===== config.mk =====
export PLATFORM = sky130hd
export DESIGN_NAME = u_lsu_flat
export DESIGN_NICKNAME = d
export VERILOG_FILES = /design/src/rtl/u_lsu_if.sv /design/src/rtl/u_lsu.sv /design/src/flat_wrapper.sv
export SDC_FILE = /design/constraint.sdc
export NUM_CORES = 1
export LEC_CHECK = 0
export BUFFER_PORTS_ARGS = -buffer_cell sky130_fd_sc_hd__buf_4
export CAP_MARGIN = 20
export CORE_MARGIN = 2
export CORE_UTILIZATION = 35
export CTS_CLUSTER_SIZE = 40
export DETAILED_ROUTE_END_ITERATION = 8
export PLACE_DENSITY_LB_ADDON = 0.2
export SLEW_MARGIN = 20
export SYNTH_ARGS = -nofsm -noshare
export SYNTH_HDL_FRONTEND = slang
export SYNTH_SLANG_ARGS = --single-unit

===== constraint.sdc =====
create_clock -name clk -period 5.2 [get_ports clk]
set_input_delay 0 -clock clk [delete_from_list [all_inputs] [get_ports clk]]
set_output_delay 0 -clock clk [all_outputs]
set_load 0.02 [all_outputs]

===== src/rtl/u_lsu_if.sv =====
// ----------------------------------------------------------------------------
// u_lsu_if : data-bus bundle between the load/store unit and the memory side.
//
// Signals
//   dbus_req   LSU -> mem  bus request, held until dbus_gnt
//   dbus_we    LSU -> mem  1 = write, 0 = read
//   dbus_be    LSU -> mem  byte enables, already shifted to the byte lane
//   dbus_adr   LSU -> mem  word-aligned address
//   dbus_wdat  LSU -> mem  write data, already shifted to the byte lane
//   dbus_gnt   mem -> LSU  request accepted this cycle
//   dbus_rvld  mem -> LSU  read data valid
//   dbus_rdat  mem -> LSU  full read word
//   dbus_err   mem -> LSU  bus error, qualified by gnt (write) or rvld (read)
//
// Modports
//   master : the load/store unit side
//   slave  : the memory / interconnect side
// ----------------------------------------------------------------------------
interface u_lsu_if;
    logic        dbus_req;
    logic        dbus_we;
    logic [3:0]  dbus_be;
    logic [31:0] dbus_adr;
    logic [31:0] dbus_wdat;
    logic        dbus_gnt;
    logic        dbus_rvld;
    logic [31:0] dbus_rdat;
    logic        dbus_err;

    modport master (
        output dbus_req, dbus_we, dbus_be, dbus_adr, dbus_wdat,
        input  dbus_gnt, dbus_rvld, dbus_rdat, dbus_err
    );

    modport slave (
        input  dbus_req, dbus_we, dbus_be, dbus_adr, dbus_wdat,
        output dbus_gnt, dbus_rvld, dbus_rdat, dbus_err
    );
endinterface


===== src/rtl/u_lsu.sv =====
// ----------------------------------------------------------------------------
// u_lsu : load/store unit downstream of the execute stage.
//
// Accepts one access at a time from execute, aligns it onto the byte lanes of
// a request/grant/response data bus, and returns a one-cycle completion pulse
// with sign/zero-extended load data. Malformed size masks and misaligned
// accesses complete immediately with an error and never touch the bus. A
// per-access timeout aborts accesses that are not granted or not answered.
//
// Parameters
//   TIMEOUT_CYC  cycles allowed in REQ or WAIT_R before abort (2..255)
//
// Ports
//   clk, rstn      clock, asynchronous active-low reset
//   i_lsu_a        byte address
//   i_lsu_we       store size mask (0001 byte, 0011 half, 1111 word), unshifted
//   i_lsu_wd       store data in the low bytes
//   i_lsu_re       load size mask, same encoding
//   i_lsu_uns      load is unsigned
//   o_lsu_vld      one-cycle completion pulse
//   o_lsu_rd       extended load data, held until the next successful load
//   o_lsu_err      error qualifier for o_lsu_vld
//   o_lsu_busy     stall request (access in flight)
//   dbus           data bus, master side (see u_lsu_if)
// ----------------------------------------------------------------------------
module u_lsu #(
    parameter int unsigned TIMEOUT_CYC = 16
) (
    input  logic        clk,
    input  logic        rstn,
    input  logic [31:0] i_lsu_a,
    input  logic [3:0]  i_lsu_we,
    input  logic [31:0] i_lsu_wd,
    input  logic [3:0]  i_lsu_re,
    input  logic        i_lsu_uns,
    output logic        o_lsu_vld,
    output logic [31:0] o_lsu_rd,
    output logic        o_lsu_err,
    output logic        o_lsu_busy,
    u_lsu_if.master     dbus
);

    typedef enum logic [1:0] {
        ST_IDLE   = 2'd0,
        ST_REQ    = 2'd1,
        ST_WAIT_R = 2'd2,
        ST_RESP   = 2'd3
    } state_e;

    // Counter value in the last permitted cycle; reaching it without the
    // awaited event ends the access on the following edge.
    localparam logic [7:0] TO_LAST = 8'(TIMEOUT_CYC - 32'd1);

    // Only byte, half and word masks are legal.
    function automatic logic f_mask_ok(input logic [3:0] mask);
        logic ok;
        case (mask)
            4'b0001, 4'b0011, 4'b1111: ok = 1'b1;
            default:                   ok = 1'b0;
        endcase
        return ok;
    endfunction

    // Halves need a[0]==0, words need a[1:0]==0; bytes are always aligned.
    function automatic logic f_misaligned(input logic [3:0] mask, input logic [1:0] ofs);
        logic mis;
        case (mask)
            4'b0011: mis = ofs[0];
            4'b1111: mis = (ofs != 2'b00);
            default: mis = 1'b0;
        endcase
        return mis;
    endfunction

    // Bring the addressed lane down to bit 0, then extend to 32 bits.
    function automatic logic [31:0] f_load_ext(input logic [31:0] rdat,
                                               input logic [1:0]  ofs,
                                               input logic [3:0]  mask,
                                               input logic        uns);
        logic [31:0] sh;
        logic [31:0] res;
        sh = rdat >> {ofs, 3'b000};
        case (mask)
            4'b0001: res = {{24{~uns & sh[7]}},  sh[7:0]};
            4'b0011: res = {{16{~uns & sh[15]}}, sh[15:0]};
            default: res = sh;
        endcase
        return res;
    endfunction

    state_e      r_state;
    logic [7:0]  r_cnt;
    logic [1:0]  r_ofs;
    logic [3:0]  r_mask;
    logic        r_uns;
    logic        r_is_store;
    logic        r_lsu_vld;
    logic [31:0] r_lsu_rd;
    logic        r_lsu_err;
    logic        r_lsu_busy;
    logic        r_dbus_req;
    logic        r_dbus_we;
    logic [3:0]  r_dbus_be;
    logic [31:0] r_dbus_adr;
    logic [31:0] r_dbus_wdat;

    logic        w_is_store;
    logic        w_capture;
    logic [3:0]  w_mask;
    logic        w_fault;
    logic [3:0]  w_be;
    logic [31:0] w_wdat;
    logic        w_timeout;

    // Decode of the incoming execute request; a store wins over a load.
    always_comb begin
        w_is_store = (i_lsu_we != 4'b0000);
        w_capture  = w_is_store || (i_lsu_re != 4'b0000);
        w_mask     = w_is_store ? i_lsu_we : i_lsu_re;
        w_fault    = !f_mask_ok(w_mask) || f_misaligned(w_mask, i_lsu_a[1:0]);
        w_be       = w_mask << i_lsu_a[1:0];
        w_wdat     = w_is_store ? (i_lsu_wd << {i_lsu_a[1:0], 3'b000}) : 32'h0000_0000;
        w_timeout  = (r_cnt == TO_LAST);
    end

    // Access sequencer: state, timeout counter, latched request and all
    // registered outputs.
    always_ff @(posedge clk or negedge rstn) begin
        if (!rstn) begin
            r_state     <= ST_IDLE;
            r_cnt       <= 8'd0;
            r_ofs       <= 2'b00;
            r_mask      <= 4'b0000;
            r_uns       <= 1'b0;
            r_is_store  <= 1'b0;
            r_lsu_vld   <= 1'b0;
            r_lsu_rd    <= 32'h0000_0000;
            r_lsu_err   <= 1'b0;
            r_lsu_busy  <= 1'b0;
            r_dbus_req  <= 1'b0;
            r_dbus_we   <= 1'b0;
            r_dbus_be   <= 4'b0000;
            r_dbus_adr  <= 32'h0000_0000;
            r_dbus_wdat <= 32'h0000_0000;
        end else begin
            case (r_state)
                ST_IDLE: begin
                    r_lsu_vld <= 1'b0;
                    r_lsu_err <= 1'b0;
                    if (w_capture) begin
                        r_ofs      <= i_lsu_a[1:0];
                        r_mask     <= w_mask;
                        r_uns      <= i_lsu_uns;
                        r_is_store <= w_is_store;
                        r_lsu_busy <= 1'b1;
                        if (w_fault) begin
                            // Report immediately; the bus never sees it.
                            r_state   <= ST_RESP;
                            r_lsu_vld <= 1'b1;
                            r_lsu_err <= 1'b1;
                        end else begin
                            r_state     <= ST_REQ;
                            r_cnt       <= 8'd0;
                            r_dbus_req  <= 1'b1;
                            r_dbus_we   <= w_is_store;
                            r_dbus_be   <= w_be;
                            r_dbus_adr  <= {i_lsu_a[31:2], 2'b00};
                            r_dbus_wdat <= w_wdat;
                        end
                    end else begin
                        r_lsu_busy <= 1'b0;
                    end
                end

                ST_REQ: begin
                    if (dbus.dbus_gnt) begin
                        // Grant wins over a timeout in the same cycle.
                        r_cnt       <= 8'd0;
                        r_dbus_req  <= 1'b0;
                        r_dbus_we   <= 1'b0;
                        r_dbus_be   <= 4'b0000;
                        r_dbus_adr  <= 32'h0000_0000;
                        r_dbus_wdat <= 32'h0000_0000;
                        if (r_is_store) begin
                            r_state   <= ST_RESP;
                            r_lsu_vld <= 1'b1;
                            r_lsu_err <= dbus.dbus_err;
                        end else begin
                            r_state <= ST_WAIT_R;
                        end
                    end else if (w_timeout) begin
                        r_dbus_req  <= 1'b0;
                        r_dbus_we   <= 1'b0;
                        r_dbus_be   <= 4'b0000;
                        r_dbus_adr  <= 32'h0000_0000;
                        r_dbus_wdat <= 32'h0000_0000;
                        r_state     <= ST_RESP;
                        r_lsu_vld   <= 1'b1;
                        r_lsu_err   <= 1'b1;
                    end else begin
                        r_cnt <= r_cnt + 8'd1;
                    end
                end

                ST_WAIT_R: begin
                    if (dbus.dbus_rvld) begin
                        r_state   <= ST_RESP;
                        r_lsu_vld <= 1'b1;
                        r_lsu_err <= dbus.dbus_err;
                        // A failed read leaves the previous load result visible.
                        if (!dbus.dbus_err) begin
                            r_lsu_rd <= f_load_ext(dbus.dbus_rdat, r_ofs, r_mask, r_uns);
                        end else begin
                            r_lsu_rd <= r_lsu_rd;
                        end
                    end else if (w_timeout) begin
                        r_state   <= ST_RESP;
                        r_lsu_vld <= 1'b1;
                        r_lsu_err <= 1'b1;
                    end else begin
                        r_cnt <= r_cnt + 8'd1;
                    end
                end

                ST_RESP: begin
                    // Completion pulse lasts exactly this cycle; no capture here.
                    r_state    <= ST_IDLE;
                    r_lsu_vld  <= 1'b0;
                    r_lsu_err  <= 1'b0;
                    r_lsu_busy <= 1'b0;
                end

                default: begin
                    r_state     <= ST_IDLE;
                    r_cnt       <= 8'd0;
                    r_lsu_vld   <= 1'b0;
                    r_lsu_err   <= 1'b0;
                    r_lsu_busy  <= 1'b0;
                    r_dbus_req  <= 1'b0;
                    r_dbus_we   <= 1'b0;
                    r_dbus_be   <= 4'b0000;
                    r_dbus_adr  <= 32'h0000_0000;
                    r_dbus_wdat <= 32'h0000_0000;
                end
            endcase
        end
    end

    assign o_lsu_vld      = r_lsu_vld;
    assign o_lsu_rd       = r_lsu_rd;
    assign o_lsu_err      = r_lsu_err;
    assign o_lsu_busy     = r_lsu_busy;
    assign dbus.dbus_req  = r_dbus_req;
    assign dbus.dbus_we   = r_dbus_we;
    assign dbus.dbus_be   = r_dbus_be;
    assign dbus.dbus_adr  = r_dbus_adr;
    assign dbus.dbus_wdat = r_dbus_wdat;

endmodule


===== src/flat_wrapper.sv =====
// flat-port wrapper written by rule: the top's interface ports become plain ports
module u_lsu_flat 
#(
    parameter int unsigned TIMEOUT_CYC = 16
)
  (clk, rstn, i_lsu_a, i_lsu_we, i_lsu_wd, i_lsu_re, i_lsu_uns, o_lsu_vld, o_lsu_rd, o_lsu_err, o_lsu_busy, dbus_dbus_req, dbus_dbus_we, dbus_dbus_be, dbus_dbus_adr, dbus_dbus_wdat, dbus_dbus_gnt, dbus_dbus_rvld, dbus_dbus_rdat, dbus_dbus_err);
  u_lsu_if dbus_i ();
  input  logic clk;
  input  logic rstn;
  input  logic [31:0] i_lsu_a;
  input  logic [3:0] i_lsu_we;
  input  logic [31:0] i_lsu_wd;
  input  logic [3:0] i_lsu_re;
  input  logic i_lsu_uns;
  output logic o_lsu_vld;
  output logic [31:0] o_lsu_rd;
  output logic o_lsu_err;
  output logic o_lsu_busy;
  output wire logic [$bits(dbus_i.dbus_req)-1:0] dbus_dbus_req;
  output wire logic [$bits(dbus_i.dbus_we)-1:0] dbus_dbus_we;
  output wire logic [$bits(dbus_i.dbus_be)-1:0] dbus_dbus_be;
  output wire logic [$bits(dbus_i.dbus_adr)-1:0] dbus_dbus_adr;
  output wire logic [$bits(dbus_i.dbus_wdat)-1:0] dbus_dbus_wdat;
  input wire logic [$bits(dbus_i.dbus_gnt)-1:0] dbus_dbus_gnt;
  input wire logic [$bits(dbus_i.dbus_rvld)-1:0] dbus_dbus_rvld;
  input wire logic [$bits(dbus_i.dbus_rdat)-1:0] dbus_dbus_rdat;
  input wire logic [$bits(dbus_i.dbus_err)-1:0] dbus_dbus_err;
  assign dbus_dbus_req = dbus_i.dbus_req;
  assign dbus_dbus_we = dbus_i.dbus_we;
  assign dbus_dbus_be = dbus_i.dbus_be;
  assign dbus_dbus_adr = dbus_i.dbus_adr;
  assign dbus_dbus_wdat = dbus_i.dbus_wdat;
  assign dbus_i.dbus_gnt = dbus_dbus_gnt;
  assign dbus_i.dbus_rvld = dbus_dbus_rvld;
  assign dbus_i.dbus_rdat = dbus_dbus_rdat;
  assign dbus_i.dbus_err = dbus_dbus_err;
  u_lsu #(.TIMEOUT_CYC(TIMEOUT_CYC)) u_core (.clk(clk), .rstn(rstn), .i_lsu_a(i_lsu_a), .i_lsu_we(i_lsu_we), .i_lsu_wd(i_lsu_wd), .i_lsu_re(i_lsu_re), .i_lsu_uns(i_lsu_uns), .o_lsu_vld(o_lsu_vld), .o_lsu_rd(o_lsu_rd), .o_lsu_err(o_lsu_err), .o_lsu_busy(o_lsu_busy), .dbus(dbus_i));
endmodule

Yosys cells after proc, flatten, opt, wreduce, memory -nomap -nowiden. Index checks and enable logic that the tools add are counted.

Flip-flop bits (word level): 123. Input port bits: 110. Output and inout bits: 105. Logic and storage cells: 105.

Add/sub/neg operators: 1. Equality and inequality tests: 14. Shifts and indexed selects: 3. Multiplexer cells: 53. Bitwise gates (word level): 4. Reductions and logical operators: 15.

Operators by type and width (number): $mux 32 (7); $pmux 32 s2 (3); $mux 8 (5); $shl 32x5->32 (1); $shr 32x5->32 (1); $pmux 8 s3 (1); $mux 4 (5); $mux 1 (19); $mux 2 (5); $add 8x1->8 const B (1); $eq 4x1->1 const B (2); $eq 4x2->1 const B (2); $eq 8x4->1 const B (1); $pmux 1 s2 (4); $pmux 1 s4 (2); $pmux 2 s4 (1); $pmux 4 s2 (1); $reduce_and 4->1 (2); $reduce_bool 4->1 (2); $ne 3x2->1 const B (2); $reduce_bool 2->1 (3); $eq 2x2->1 const B (2); $eq 4x4->1 const B (1); $ne 2x2->1 const B (2); other kinds (12) (15).

Depth between registers and ports, before layout.
Depth in word-level cells: 10. Gate-level depth with buffers: 10. Mapped depth without buffers: 7.

Worst setup path after synthesis. OpenSTA, ideal clock, no wires.

Kind: reg-to-reg. Start: register u_core.r_state[1]. End: register u_core.r_dbus_wdat[24] (netlist: u_core.dbus.dbus_wdat[24]). Arrival time: 2.175 ns. Required time: 5.133 ns. Slack: 2.958 ns. Cell stages (with the launch flop): 11. Buffers on the path: 3. Cells stage by stage: dfrtp_1 > inv_1 > ha_1 > clkbuf_1 > inv_1 > or3_1 > nor3_4 > and2_1 > buf_4 > buf_4 > a32o_1.

Longest elaborated chain between the ends: 3. Elaborated cells between the ends (all ways): 8. Classes of those cells: 4 x eq/ne; 1 x mux; 3 x reduce/logical.

RTL lines: from (decl) (RTL line u_lsu.sv:91) `state_e r_state;`; from (signal assigned) (RTL line u_lsu.sv:130) `r_state <= ST_IDLE;`; from (signal assigned) (RTL line u_lsu.sv:158) `r_state <= ST_RESP;`; from (signal assigned) (RTL line u_lsu.sv:162) `r_state <= ST_REQ;`; $eq 2x1->1 or $logic_not 2->1 (tied branches) (RTL line u_lsu.sv:146) `case (r_state)`; $ne 3x2->1 (no source line) (tied with other cells); $reduce_and 4->1 (no source line); to (signal assigned) (RTL line u_lsu.sv:168) `r_dbus_wdat <= w_wdat;`; to (decl) (RTL line u_lsu.sv:105) `logic [31:0] r_dbus_wdat;`.

Parallel ways exist; a longest one is shown, timed or not. A chain may end at the register's enable or synchronous reset.

Worst setup path after layout.
Start: register u_core.r_state[1]. End: register u_core.r_dbus_wdat[27] (netlist: u_core.dbus.dbus_wdat[27]).

The elaborated chain is that of the path after synthesis.

==> flow_summary.json <==
{
  "reg2reg_to": "u_core.dbus.dbus_wdat[27]",
  "cp_common_cell": "inv_1",
  "dp_slack_ns": 2.31,
  "synth_compound_area_frac": 0.227,
  "cpPeakStageDelay_ns": 0.60,
  "finalSetupTns_ns": 0,
  "finalWirelength_um": 18400,
  "dr_total_vias": 5489,
  "crit_chain": "inv_1 -> ha_1 -> inv_1 -> or3_1 -> nor3_4 -> buf_4 -> and2_1 -> a32o_1",
  "postCtsHoldBufs": 82,
  "power_per_cell_area_mw_per_mm2": 520,
  "final.setup_skew_ns": 0.00870,
  "clock_path_buffers": 2,
  "slew_headroom": 0.374,
  "rrSetupSlack_ns": 2.28,
  "peakVddDrop_v": 0.000239,
  "yosysSeqAreaShare": 0.515,
  "yosys.area_share.xor_xnor": 0,
  "power.leakage_nw": 4.40,
  "tightest_slew_ns": 0.933,
  "groute.usage.overall": 0.208,
  "crit_path_start_kind": "register",
  "num_rows": 47,
  "synth_top_family_by_area": "compound AO/OA/AOI/OAI gates",
  "critPathTopFamily": "simple AND/OR/NAND/NOR gates",
  "rsz0062_at_grt": "false",
  "synth_cells": 563,
  "fp.dieW_um": 134,
  "yosys.area_share.simple": 0.116,
  "grt_start_max_net_pins": 69,
  "postRouteAntennaNets": 0,
  "dr.pass1.iters": 5,
  "nets": 958,
  "place_area_sq_mm": 0.00759,
  "maxCapViolCount": 0,
  "clockRootBuffer": "clkbuf_16",
  "cp.arrival_ns": 3.27,
  "crit_type": "reg -> reg",
  "synth.area.mux_share": 0.0873,
  "clk_pin_slew_worst_paths_ns": 0.06,
  "report.final.hold_viol_count": 0,
  "fin_ws_ns": 2.28,
  "cts.htree.levels": 4,
  "finalCritPeriodShare": 0.562,
  "cts_sinks": 121,
  "place.gp.congestion": 0.842,
  "synth-seq-cells": 121,
  "status": "completed",
  "cts_tree": "done",
  "min_path_type": "in -> reg",
  "place_hpwl_um": 12800,
  "synth_edf_count": 0,
  "stdcell_area_sq_mm": 0.00909,
  "fin_crit_ns": 2.92,
  "hold_end": "u_core.r_mask[2]",
  "r2r_start": "u_core.r_state[1]",
  "fmax_ghz": 0.342,
  "syn_area_sq_mm": 0.00588,
  "worstPathMaxFanout": 34,
  "gr-total-overflow": 0,
  "start_util": 0.356,
  "ys.flop_type": "dfrtp_1",
  "finalPower_mw": 4.72,
  "portBuffers": 212,
  "pin_count": 215,
  "slew_viol_final": 0,
  "via_per_inst": 5.11,
  "drc": 0,
  "grt_pass1_wl_um": 29300,
  "critPathCaptureType": "register",
  "async_reset_ff_frac": 1.00,
  "cp_slowest_cell": "and2_1",
  "ctsResizeCount": 0,
  "core_sq_mm": 0.0165,
  "die_h_um": 134,
  "layout-drive-gt1-share": 0.316,
  "worst-path-buf-inv": 3,
  "dieArea_sq_mm": 0.0178,
  "r2r_cells": 8,
  "grt_pass1_vias": 5567,
  "synth-adder-area-share": 0.0128,
  "hold_path_startpoint": "i_lsu_re[2]",
  "tritoncts.num_buffers": 17,
  "required_ns": 5.55,
  "final_util": 0.550,
  "clock_latency_ns": 0.41,
  "first_iter_violations": 470,
  "yosys_warnings": 0,
  "wire_per_inst_um": 17.1,
  "synth.avg_cell_area_sq_um": 10.4,
  "antenna_found_initial": 0,
  "post_cts.repair.setup_buffers": 0,
  "ys_types": 53,
  "area_growth_pct": 54.6,
  "setup_viol": 0,
  "worstHoldPathCells": 3,
  "antenna_cells": 0
}
## placed cells by master, fill, tap and decap left out, drive strengths merged, types with 2 or more instances in the layout
cell         instances
clkbuf              17
conb                 2
nand3                5
mux2                10
nor4                 2
dlygate4sd3         82
o21ai               40
mux2i               40
o31a                 3
clkinv               4
or2                  2
o2bb2ai              8
bufinv               6
and3                 3
dfrtp              121
buf                217
a31oi                4
and2                 4
nand2               69
a21o                 3
a22o                49
inv                 14
or3                  2
o311ai               2
nor2                41
a211oi               8
a21oi               30
o31ai                7
ha                   6
o21a                 3
a32o                10
nand2b               2
nor2b               10
clkinvlp             4
o22a                10
nor3                 4
## area by class of cell
cell class,count,area [sq um]
clock buffers,17,425
clock inverters,15,246
fillers,1447,7440
inverters,13,48.8
multi-input cells,390,2610
flip-flops and latches,121,3030
well taps,220,275
repair buffers,299,2450
## Yosys cell counts, types with 2 or more instances
library cell	n	area, sq um
buf_6	3	33.8
o21a_1	3	22.5
mux2_2	10	113
and3_1	3	18.8
dfrtp_1	121	3030
or3_1	2	12.5
o31a_1	3	26.3
buf_1	4	15.0
o21ai_0	38	190
a21oi_1	30	150
a31oi_1	3	18.8
nand3_1	5	25.0
a22o_1	49	429
ha_1	6	75.1
buf_2	5	25.0
inv_1	12	45.0
nand2_1	69	259
clkbuf_1	24	90.1
and2_1	4	25.0
a32o_1	10	100
mux2i_1	40	400
nor2_1	40	150
nor3_1	3	15.0
o31ai_1	7	52.6
nor2b_1	10	62.6
nand2b_1	2	12.5
o2bb2ai_1	8	70.1
or2_2	2	12.5
buf_4	4	30.0
a211oi_1	8	60.1
a21o_1	3	22.5
o22a_1	10	87.6
o21ai_1	2	10.0
## worst max-delay path by stage
| stage | depth (start not counted) | slack (ns) | end | startpoint |
|---|---|---|---|---|
| after CTS | 8 | 2.27 | u_core.dbus.dbus_wdat[27] | u_core.r_state[1] |
| after detailed placement | 8 | 2.31 | u_core.dbus.dbus_wdat[27] | u_core.r_state[1] |
| after floorplan | 10 | 2.96 | u_core.dbus.dbus_wdat[24] | u_core.r_state[1] |
| final | 8 | 2.28 | u_core.dbus.dbus_wdat[27] | u_core.r_state[1] |
| after global routing | 8 | 2.07 | u_core.dbus.dbus_wdat[27] | u_core.r_state[1] |
| after global placement | 8 | 2.42 | u_core.dbus.dbus_wdat[27] | u_core.r_state[1] |
## metal layers
| layer | routed length (um) | vias to the layer above | global-route usage | share of wire |
|---|---|---|---|---|
| met3 | 1130 | 38 | 0.0533 | 0.061 |
| met1 | 8180 | 2619 | 0.283 | 0.44 |
| met5 | 0 | - | 0 | 0 |
| met2 | 8620 | 223 | 0.315 | 0.47 |
| met4 | 502 | 0 | 0.0910 | 0.027 |
| li1 | - | 2609 | - | - |
## report_power, final
group | internal (mW) | switching [mW]
Combinational | 0.824 | 1.10
Sequential | 1.24 | 0.223
Clock | 0.900 | 0.441
## through the flow
step,cells,hold WS [ns]
after floorplan,564,-0.296
final,1075,0.0166
after global placement,961,0.116
after CTS,1075,0.000282
after global routing,1075,0.0319
after detailed placement,961,0.126
## worst reg2reg max path, cell delays in order (launching register included)
cell	delay (ns)
dfrtp_1	0.44
inv_1	0.12
ha_1	0.34
inv_1	0.15
or3_1	0.45
nor3_4	0.13
buf_4	0.34
and2_1	0.60
a32o_1	0.28
## cell families (layout without fill, tap and decap cells)
logic type,Yosys count,count (layout)
buffers and inverters,53,344
AOI/OAI and AO/OA,184,184
and+or+nand+nor,148,148
adders and majority gates,6,6
muxes,50,50
other,1,2
DFF,121,121
## sequential cells by signal (all words and copies together) (netlist names)
name	count
u_core.dbus.dbus_wdat	32
u_core.o_lsu_rd	32
u_core.dbus.dbus_adr	30
u_core.r_cnt	8
u_core.dbus.dbus_be	4
u_core.r_mask	4
u_core.r_ofs	2
u_core.r_state	2
u_core.dbus.dbus_req	1
u_core.dbus.dbus_we	1
u_core.o_lsu_busy	1
u_core.o_lsu_err	1
u_core.o_lsu_vld	1
u_core.r_is_store	1
u_core.r_uns	1
No activity file was read; power rests on OpenSTA's default activity.
